===== config.mk =====
export PLATFORM = sky130hd
export DESIGN_NAME = mem_arbiter
export DESIGN_NICKNAME = d
export VERILOG_FILES = /design/src/rtl/mem_arbiter.sv
export SDC_FILE = /design/constraint.sdc
export NUM_CORES = 1
export LEC_CHECK = 0
export CORE_AREA = 2 2 103 105
export CTS_CLUSTER_DIAMETER = 100
export DETAILED_ROUTE_END_ITERATION = 16
export DIE_AREA = 0 0 105 107
export PLACE_DENSITY = 0.78
export SLEW_MARGIN = 20
export SYNTH_ARGS = -nofsm -noshare
export SYNTH_HDL_FRONTEND = slang
export SYNTH_SLANG_ARGS = --single-unit

===== constraint.sdc =====
create_clock -name clk_i -period 4.57 [get_ports clk_i]
set_input_delay 1.1425 -clock clk_i [delete_from_list [all_inputs] [get_ports clk_i]]
set_output_delay 1.1425 -clock clk_i [all_outputs]
set_load 0.01 [all_outputs]

===== src/rtl/mem_arbiter.sv =====
// rtl/mem_arbiter.sv - round-robin arbiter sharing one single-port memory between NumReq masters
// Optional MEM_ARB_LOCK_EN adds lock_i to hold the grant for atomic read-modify-write.
module mem_arbiter #(
    parameter int NumReq    = 2,
    parameter int AddrWidth = 32,
    parameter int DataWidth = 32
) (
    input  logic                          clk_i,
    input  logic                          rst_i,
    input  logic [NumReq-1:0]             req_i,
    input  logic [NumReq-1:0]             we_i,
    input  logic [NumReq*AddrWidth-1:0]   addr_i,
    input  logic [NumReq*DataWidth-1:0]   wdata_i,
`ifdef MEM_ARB_LOCK_EN
    input  logic [NumReq-1:0]             lock_i,
`endif
    output logic [NumReq-1:0]             gnt_o,
    output logic [NumReq-1:0]             rvalid_o,
    output logic [DataWidth-1:0]          rdata_o,
    output logic                          mem_we_o,
    output logic [AddrWidth-1:0]          mem_addr_o,
    output logic [DataWidth-1:0]          mem_wdata_o,
    input  logic [DataWidth-1:0]          mem_rdata_i
);

    localparam int IdW = (NumReq > 1) ? $clog2(NumReq) : 1;

    logic [IdW-1:0]       r_rr_ptr;
    logic                 r_resp_valid;
    logic [IdW-1:0]       r_resp_id;
    logic [DataWidth-1:0] r_rdata;

    int                   w_idx;
    logic [IdW-1:0]       w_cand;
    logic [IdW-1:0]       w_winner;
    logic                 w_found;
    logic                 w_any;
    logic                 w_lock;
    logic [IdW-1:0]       w_next_ptr;

    // First asserted request scanning upward from the pointer, wrapping at NumReq.
    always_comb begin
        w_idx    = 0;
        w_cand   = '0;
        w_found  = 1'b0;
        w_winner = '0;
        w_lock   = 1'b0;
        for (int i = 0; i < NumReq; i++) begin
            if (!w_found) begin
                w_idx  = (int'(r_rr_ptr) + i) % NumReq;
                w_cand = IdW'(w_idx);
                if (req_i[w_cand]) begin
                    w_found  = 1'b1;
                    w_winner = w_cand;
                end
            end
        end
`ifdef MEM_ARB_LOCK_EN
        w_lock = r_resp_valid & lock_i[r_resp_id] & req_i[r_resp_id];
        if (w_lock) begin
            w_found  = 1'b1;
            w_winner = r_resp_id;
        end
`endif
    end

    assign w_any      = w_found & ~rst_i;
    assign w_next_ptr = (w_winner == IdW'(NumReq - 1)) ? '0 : w_winner + IdW'(1);

    assign gnt_o       = w_any ? (NumReq'(1) << w_winner) : '0;
    assign mem_we_o    = w_any & we_i[w_winner];
    assign mem_addr_o  = addr_i[w_winner*AddrWidth +: AddrWidth];
    assign mem_wdata_o = wdata_i[w_winner*DataWidth +: DataWidth];

    assign rvalid_o = r_resp_valid ? (NumReq'(1) << r_resp_id) : '0;
    assign rdata_o  = r_rdata;

    always_ff @(posedge clk_i or posedge rst_i) begin
        if (rst_i) begin
            r_rr_ptr     <= '0;
            r_resp_valid <= 1'b0;
            r_resp_id    <= '0;
            r_rdata      <= '0;
        end else begin
            r_resp_valid <= w_any;
            if (w_any) begin
                r_resp_id <= w_winner;
                if (!w_lock) begin
                    r_rr_ptr <= w_next_ptr;
                end
                // Writes are acknowledged via rvalid but leave the read register untouched.
                if (!we_i[w_winner]) begin
                    r_rdata <= mem_rdata_i;
                end
            end
        end
    end

endmodule


==> impl_metrics.json, run 1 <==
{
  "yosysUniqueCellTypes": 19,
  "slew_viol_final": 0,
  "cts_hold_buffers": 0,
  "cts-buffers-inserted": 5,
  "status": "complete, no violations",
  "start_util_pct": 22.4,
  "syn_area_per_cell_um2": 14.3,
  "drc": 0,
  "clk_pin_slew_ns": 0.07,
  "crit_fanout": 57,
  "seq_area_frac_synth_pct": 38.8,
  "die_h_um": 107,
  "multiInputGateArea_mm2": 0.00130,
  "critPathRequiredTime_ns": 3.43,
  "antenna_left": 0,
  "finalCriticalPeriod_ns": 4.29,
  "regArea_um2": 876,
  "path_class": "in -> out",
  "powerDensity_mw_per_mm2": 268,
  "port_buffers": 266,
  "drive_above_1_share_pct": 25.9,
  "dp_cells": 553,
  "drt_wl_total_mm": 9.68,
  "ys_warn_count": 0,
  "synth_top_family_by_area": "multiplexers",
  "hold_class": "reg -> reg",
  "fp.dieW_um": 105,
  "cts_setup_buffers": 0,
  "synth-simple-area-share_pct": 1.72,
  "cts_resized": 0,
  "synth.area.mux_share_pct": 53.3,
  "cts_tree": "done",
  "netlist_area_mm2": 0.00226,
  "fmax_ghz": 0.233,
  "crit-reg2reg-launch": "r_rr_ptr",
  "rows": 37,
  "fin_total_pwr_uw": 1390,
  "end_kind": "output pin",
  "p_leak_uw": 0.00215,
  "grt_use_met2_pct": 30.1,
  "synthAdderAreaFrac_pct": 0,
  "fin_crit_sh_pct": 94.0,
  "cts-root-buf": "clkbuf_8",
  "final_cell_mix": "clkdlybuf4s50_1 (266), mux2_2 (66), dfrtp_1 (35)",
  "vias": 2375,
  "coreArea_mm2": 0.0101,
  "cap_violations": 0,
  "critPathLaunchType": "input pin",
  "dieArea_mm2": 0.0112,
  "synth_compound_gate_area_share_pct": 2.05,
  "syn_nets": 324,
  "cp.arrival_ns": 3.15,
  "grt_pass1_vias": 2588,
  "wl_per_cell_um": 17.2,
  "final-setup-viol-count": 0,
  "clk_path_buf_depth": 2,
  "fin_nets": 590,
  "nFillCells": 917,
  "tns_ns": 0,
  "synth.ff_latch_count": 35,
  "grt.total_usage_pct": 16.5,
  "antenna_found_initial": 3,
  "ioPinCount": 267,
  "busiest_layer": "met2",
  "worstMarginPinSlew_ns": 0.595,
  "cts.sinks": 35,
  "fin_cells": 563,
  "grtUsageMet1_pct": 16.3,
  "clkLatencyLatePin_ns": 0.28,
  "skew_ns": 0.00637,
  "grtUsageMet3_pct": 7.48,
  "drtIter0Drc": 42,
  "netlist_instances": 158,
  "finalWeightedCongestion": 0.858,
  "h-tree-depth": 2,
  "vias_per_cell": 4.22,
  "grt_max_degree": 58,
  "grt_pass1_wl_mm": 14.1,
  "first_pass_iters": 3,
  "ir_drop_uv": 255,
  "layout_commonest_cell": "clkdlybuf4s50_1",
  "hold_viol": 0,
  "rsz0062_at_grt": "false",
  "grt_overflow": 0,
  "relSlewSlack_pct": 60.3,
  "dp_hpwl_mm": 8.19,
  "hp-start": "r_resp_id",
  "startpoint": "req_i[0]",
  "syn2layout_area_growth_pct": 129,
  "synth_xor_area_share_pct": 0
}
==> cell usage after synthesis <==
cell | instances | share of area [%]
a21o_1 | 2 | 0.66
and2_1 | 1 | 0.28
and3_1 | 1 | 0.28
buf_2 | 2 | 0.44
buf_4 | 5 | 1.7
buf_6 | 3 | 1.5
dfrtp_1 | 35 | 39
inv_1 | 2 | 0.33
inv_2 | 1 | 0.17
mux2_2 | 66 | 33
mux2_4 | 30 | 20
mux2i_1 | 1 | 0.44
nand2_1 | 1 | 0.17
nand3_1 | 1 | 0.22
nor2_1 | 3 | 0.50
nor2b_1 | 1 | 0.28
o21ai_0 | 1 | 0.22
o21ai_2 | 1 | 0.39
o31a_4 | 1 | 0.78
==> kinds of logic (layout without fill, tap and decap cells) <==
family	Yosys count	count (layout)
mux	97	97
simple gates	8	8
compound gates	5	5
buf+inv	13	280
other cells	0	2
flops	35	35
==> path summary, 6_finish.rpt <==
path,endpoint,slack (ns),cells after the start
worst min register to register,r_resp_id,0.51,1
min in group asynchronous,rdata_o[1],1.20,2
max in group asynchronous,rdata_o[24],2.73,3
worst max-delay path,mem_addr_o[4],0.28,6
worst max register to register,rdata_o[9],2.68,4
worst min-delay path,r_resp_id,0.51,1
==> report_power, final <==
group | total, uW | internal, uW | switching (uW)
Clock | 276 | 162 | 113
Sequential | 423 | 380 | 42.6
Combinational | 689 | 476 | 212
Total | 1390 | 1020 | 368
==> registers in the layout (all words and copies together) (netlist names) <==
signal and cells:
r_resp_id 1, r_rr_ptr 1, r_resp_valid 1, rdata_o 32
==> final cells by class <==
| cell class | instances | share of cell area (%) |
|---|---|---|
| Clock buffer | 5 | 1.33 |
| Timing Repair Buffer | 269 | 52.2 |
| Multi-Input combinational cell | 110 | 25.1 |
| Sequential cell | 35 | 16.9 |
| Inverter | 3 | 0.218 |
| Tap cell | 136 | 3.29 |
| Clock inverter | 3 | 0.847 |
| Antenna cell | 2 | 0.0968 |
==> layer usage <==
layer	wire (um)	vias up
met5	13	-
met4	230	2
met3	1210	14
met2	4880	165
met1	3350	1086
li1	-	1108
==> worst max-delay path: stages <==
cell	delay (ns)
clkdlybuf4s50_1	0.54
inv_2	0.06
o21ai_4	0.18
buf_12	0.28
mux2_2	0.40
clkdlybuf4s50_1	0.48
==> through the flow <==
step,worst slack [ns],area [um2],hold slack [ns],util [%]
finish,0.275,5170,0.509,51.2
global route,0.209,5170,0.526,51.2
CTS,0.286,5160,0.517,51.2
detailed placement,0.294,5050,0.491,50.0
global placement,0.319,5050,0.479,50.0
floorplan,0.910,2260,0.465,-
(Power assumes the default switching activity.)
==> inputs of run 2 (changes only) <==
--- a/config.mk
+++ b/config.mk
@@ -10,7 +10,6 @@
 export DETAILED_ROUTE_END_ITERATION = 16
 export DIE_AREA = 0 0 105 107
 export PLACE_DENSITY = 0.78
-export SLEW_MARGIN = 20
 export SYNTH_ARGS = -nofsm -noshare
 export SYNTH_HDL_FRONTEND = slang
 export SYNTH_SLANG_ARGS = --single-unit
==> results of run 2 <==
Final layout, timing and power as in run 1 (identical DEF).
==> inputs of run 3 (changes only) <==
--- a/config.mk
+++ b/config.mk
@@ -10,6 +10,7 @@
 export DETAILED_ROUTE_END_ITERATION = 16
 export DIE_AREA = 0 0 105 107
 export PLACE_DENSITY = 0.78
+export RECOVER_POWER = 100
 export SYNTH_ARGS = -nofsm -noshare
 export SYNTH_HDL_FRONTEND = slang
 export SYNTH_SLANG_ARGS = --single-unit
==> impl_metrics.json, run 3 (synthesis results as in run 1) <==
{
  "status": "complete, but fails checks",
  "failed_checks": "max-capacitance violations, max-slew violations",
  "grt_overflow": 0,
  "fmax_ghz": 0.228,
  "p_int_uw": 948,
  "critPathRequiredTime_ns": 3.43,
  "cts.sinks": 35,
  "worstMarginPinSlew_ns": 1.64,
  "multiInputGateArea_mm2": 0.00119,
  "cp.arrival_ns": 3.24,
  "path_class": "in -> out",
  "powerDensity_mw_per_mm2": 259,
  "fin_cells": 563,
  "coreArea_mm2": 0.0101,
  "antenna_found_initial": 3,
  "cts-buffers-inserted": 5,
  "final_util_pct": 50.1,
  "cts_tree": "done",
  "vias": 2371,
  "design_area_mm2": 0.00506,
  "final_cell_mix": "clkdlybuf4s50_1 (228), mux2_2 (66), dlygate4sd3_1 (38)",
  "cap_violations": 2,
  "largest_register_ffs": 32,
  "cts_resized": 0,
  "grt_pass1_wl_mm": 14.1,
  "critical_path.max_stage_delay_ns": 0.59,
  "p_leak_uw": 0.00203,
  "nFillCells": 949,
  "port_buffers": 266,
  "finalWeightedCongestion": 0.858,
  "ir_drop_uv": 248,
  "hold_ws_ns": 0.490,
  "fin_nets": 590,
  "tns_ns": 0,
  "cp_num_buf_inv": 4,
  "p_clk_share_pct": 21.1,
  "cp_slowest_cell": "dlygate4sd3_1",
  "cts-root-buf": "clkbuf_8",
  "skew_ns": 0.00545,
  "clk_pin_slew_ns": 0.08,
  "vias_per_cell": 4.21,
  "power_frac_seq_pct": 31.9,
  "start_util_pct": 22.4,
  "die_h_um": 107,
  "hold_class": "reg -> reg",
  "clkLatencyLatePin_ns": 0.28,
  "fp.dieW_um": 105,
  "cts_hold_buffers": 0,
  "end_kind": "output pin",
  "wl_per_cell_um": 17.2,
  "rows": 37,
  "drtIter0Drc": 39,
  "hold_viol": 0,
  "grt_pass1_vias": 2588,
  "rsz0062_at_grt": "false",
  "p_sw_share_pct": 27.6,
  "syn2layout_area_growth_pct": 124,
  "ioPinCount": 267,
  "relSlewSlack_pct": -9.26,
  "fin_crit_sh_pct": 95.9,
  "crit_fanout": 57,
  "first_pass_iters": 3,
  "p_sw_uw": 361,
  "final-setup-viol-count": 0,
  "grt_max_degree": 58,
  "place_area_mm2": 0.00505,
  "drt_wl_total_mm": 9.66,
  "clk_path_buf_depth": 2,
  "dp_hpwl_mm": 8.19,
  "drc": 0,
  "antenna_left": 0,
  "cts_setup_buffers": 0,
  "dieArea_mm2": 0.0112,
  "dp_cells": 553,
  "drive_above_1_share_pct": 19.3,
  "path_delay_family": "buffers and inverters",
  "crit_chain": "dlygate4sd3_1, inv_1, o21ai_4, buf_12, mux2_2, clkdlybuf4s50_1",
  "grt.total_usage_pct": 16.5,
  "regArea_um2": 876,
  "layout_commonest_cell": "clkdlybuf4s50_1",
  "h-tree-depth": 2,
  "p_comb_share_pct": 47.0,
  "slew_viol_final": 65,
  "critPathLaunchType": "input pin",
  "finalCriticalPeriod_ns": 4.38
}
## run 3: path summary, 6_finish.rpt
path | to | startpoint | depth (start not counted) | slack (ns)
max | mem_addr_o[4] | req_i[0] | 6 | 0.19
min | rdata_o[13] | rdata_o[13] | 1 | 0.49
max reg2reg | rdata_o[9] | r_rr_ptr | 4 | 1.82
min reg2reg | rdata_o[13] | rdata_o[13] | 1 | 0.49
max in group asynchronous | rdata_o[0] | rst_i | 3 | 1.54
min in group asynchronous | rdata_o[1] | rst_i | 2 | 1.30
## run 3: area by class of cell
| cell class | instances | area share [%] |
|---|---|---|
| Timing Repair Buffer | 269 | 53.2 |
| Multi-Input combinational cell | 110 | 23.6 |
| Sequential cell | 35 | 17.3 |
| Tap cell | 136 | 3.36 |
| Clock buffer | 5 | 1.36 |
| Clock inverter | 3 | 0.865 |
| Inverter | 3 | 0.223 |
| Antenna cell | 2 | 0.0989 |
## run 3: per-layer routing
metal | vias to the layer above | global-route usage (%) | routed length (um)
met5 | - | 0 | 13
met4 | 2 | 6.38 | 230
met3 | 14 | 7.48 | 1200
met2 | 163 | 30.1 | 4870
met1 | 1076 | 16.3 | 3350
li1 | 1116 | - | -
## run 3: metrics by stage
step	setup WS (ns)	power (uW)
2_1_floorplan	0.910	696
3_3_place_gp	0.319	1110
3_5_place_dp	0.294	1120
4_1_cts	0.286	1410
5_1_grt	0.113	1380
6_report	0.188	1310
## run 3: power by group through the flow
stage | registers (uW) | logic, uW | clock network [uW]
5_1_grt | 427 | 653 | 298
2_1_floorplan | 454 | 242 | 0
3_5_place_dp | 425 | 695 | 0
4_1_cts | 424 | 698 | 286
6_report | 417 | 616 | 276
3_3_place_gp | 426 | 685 | 0
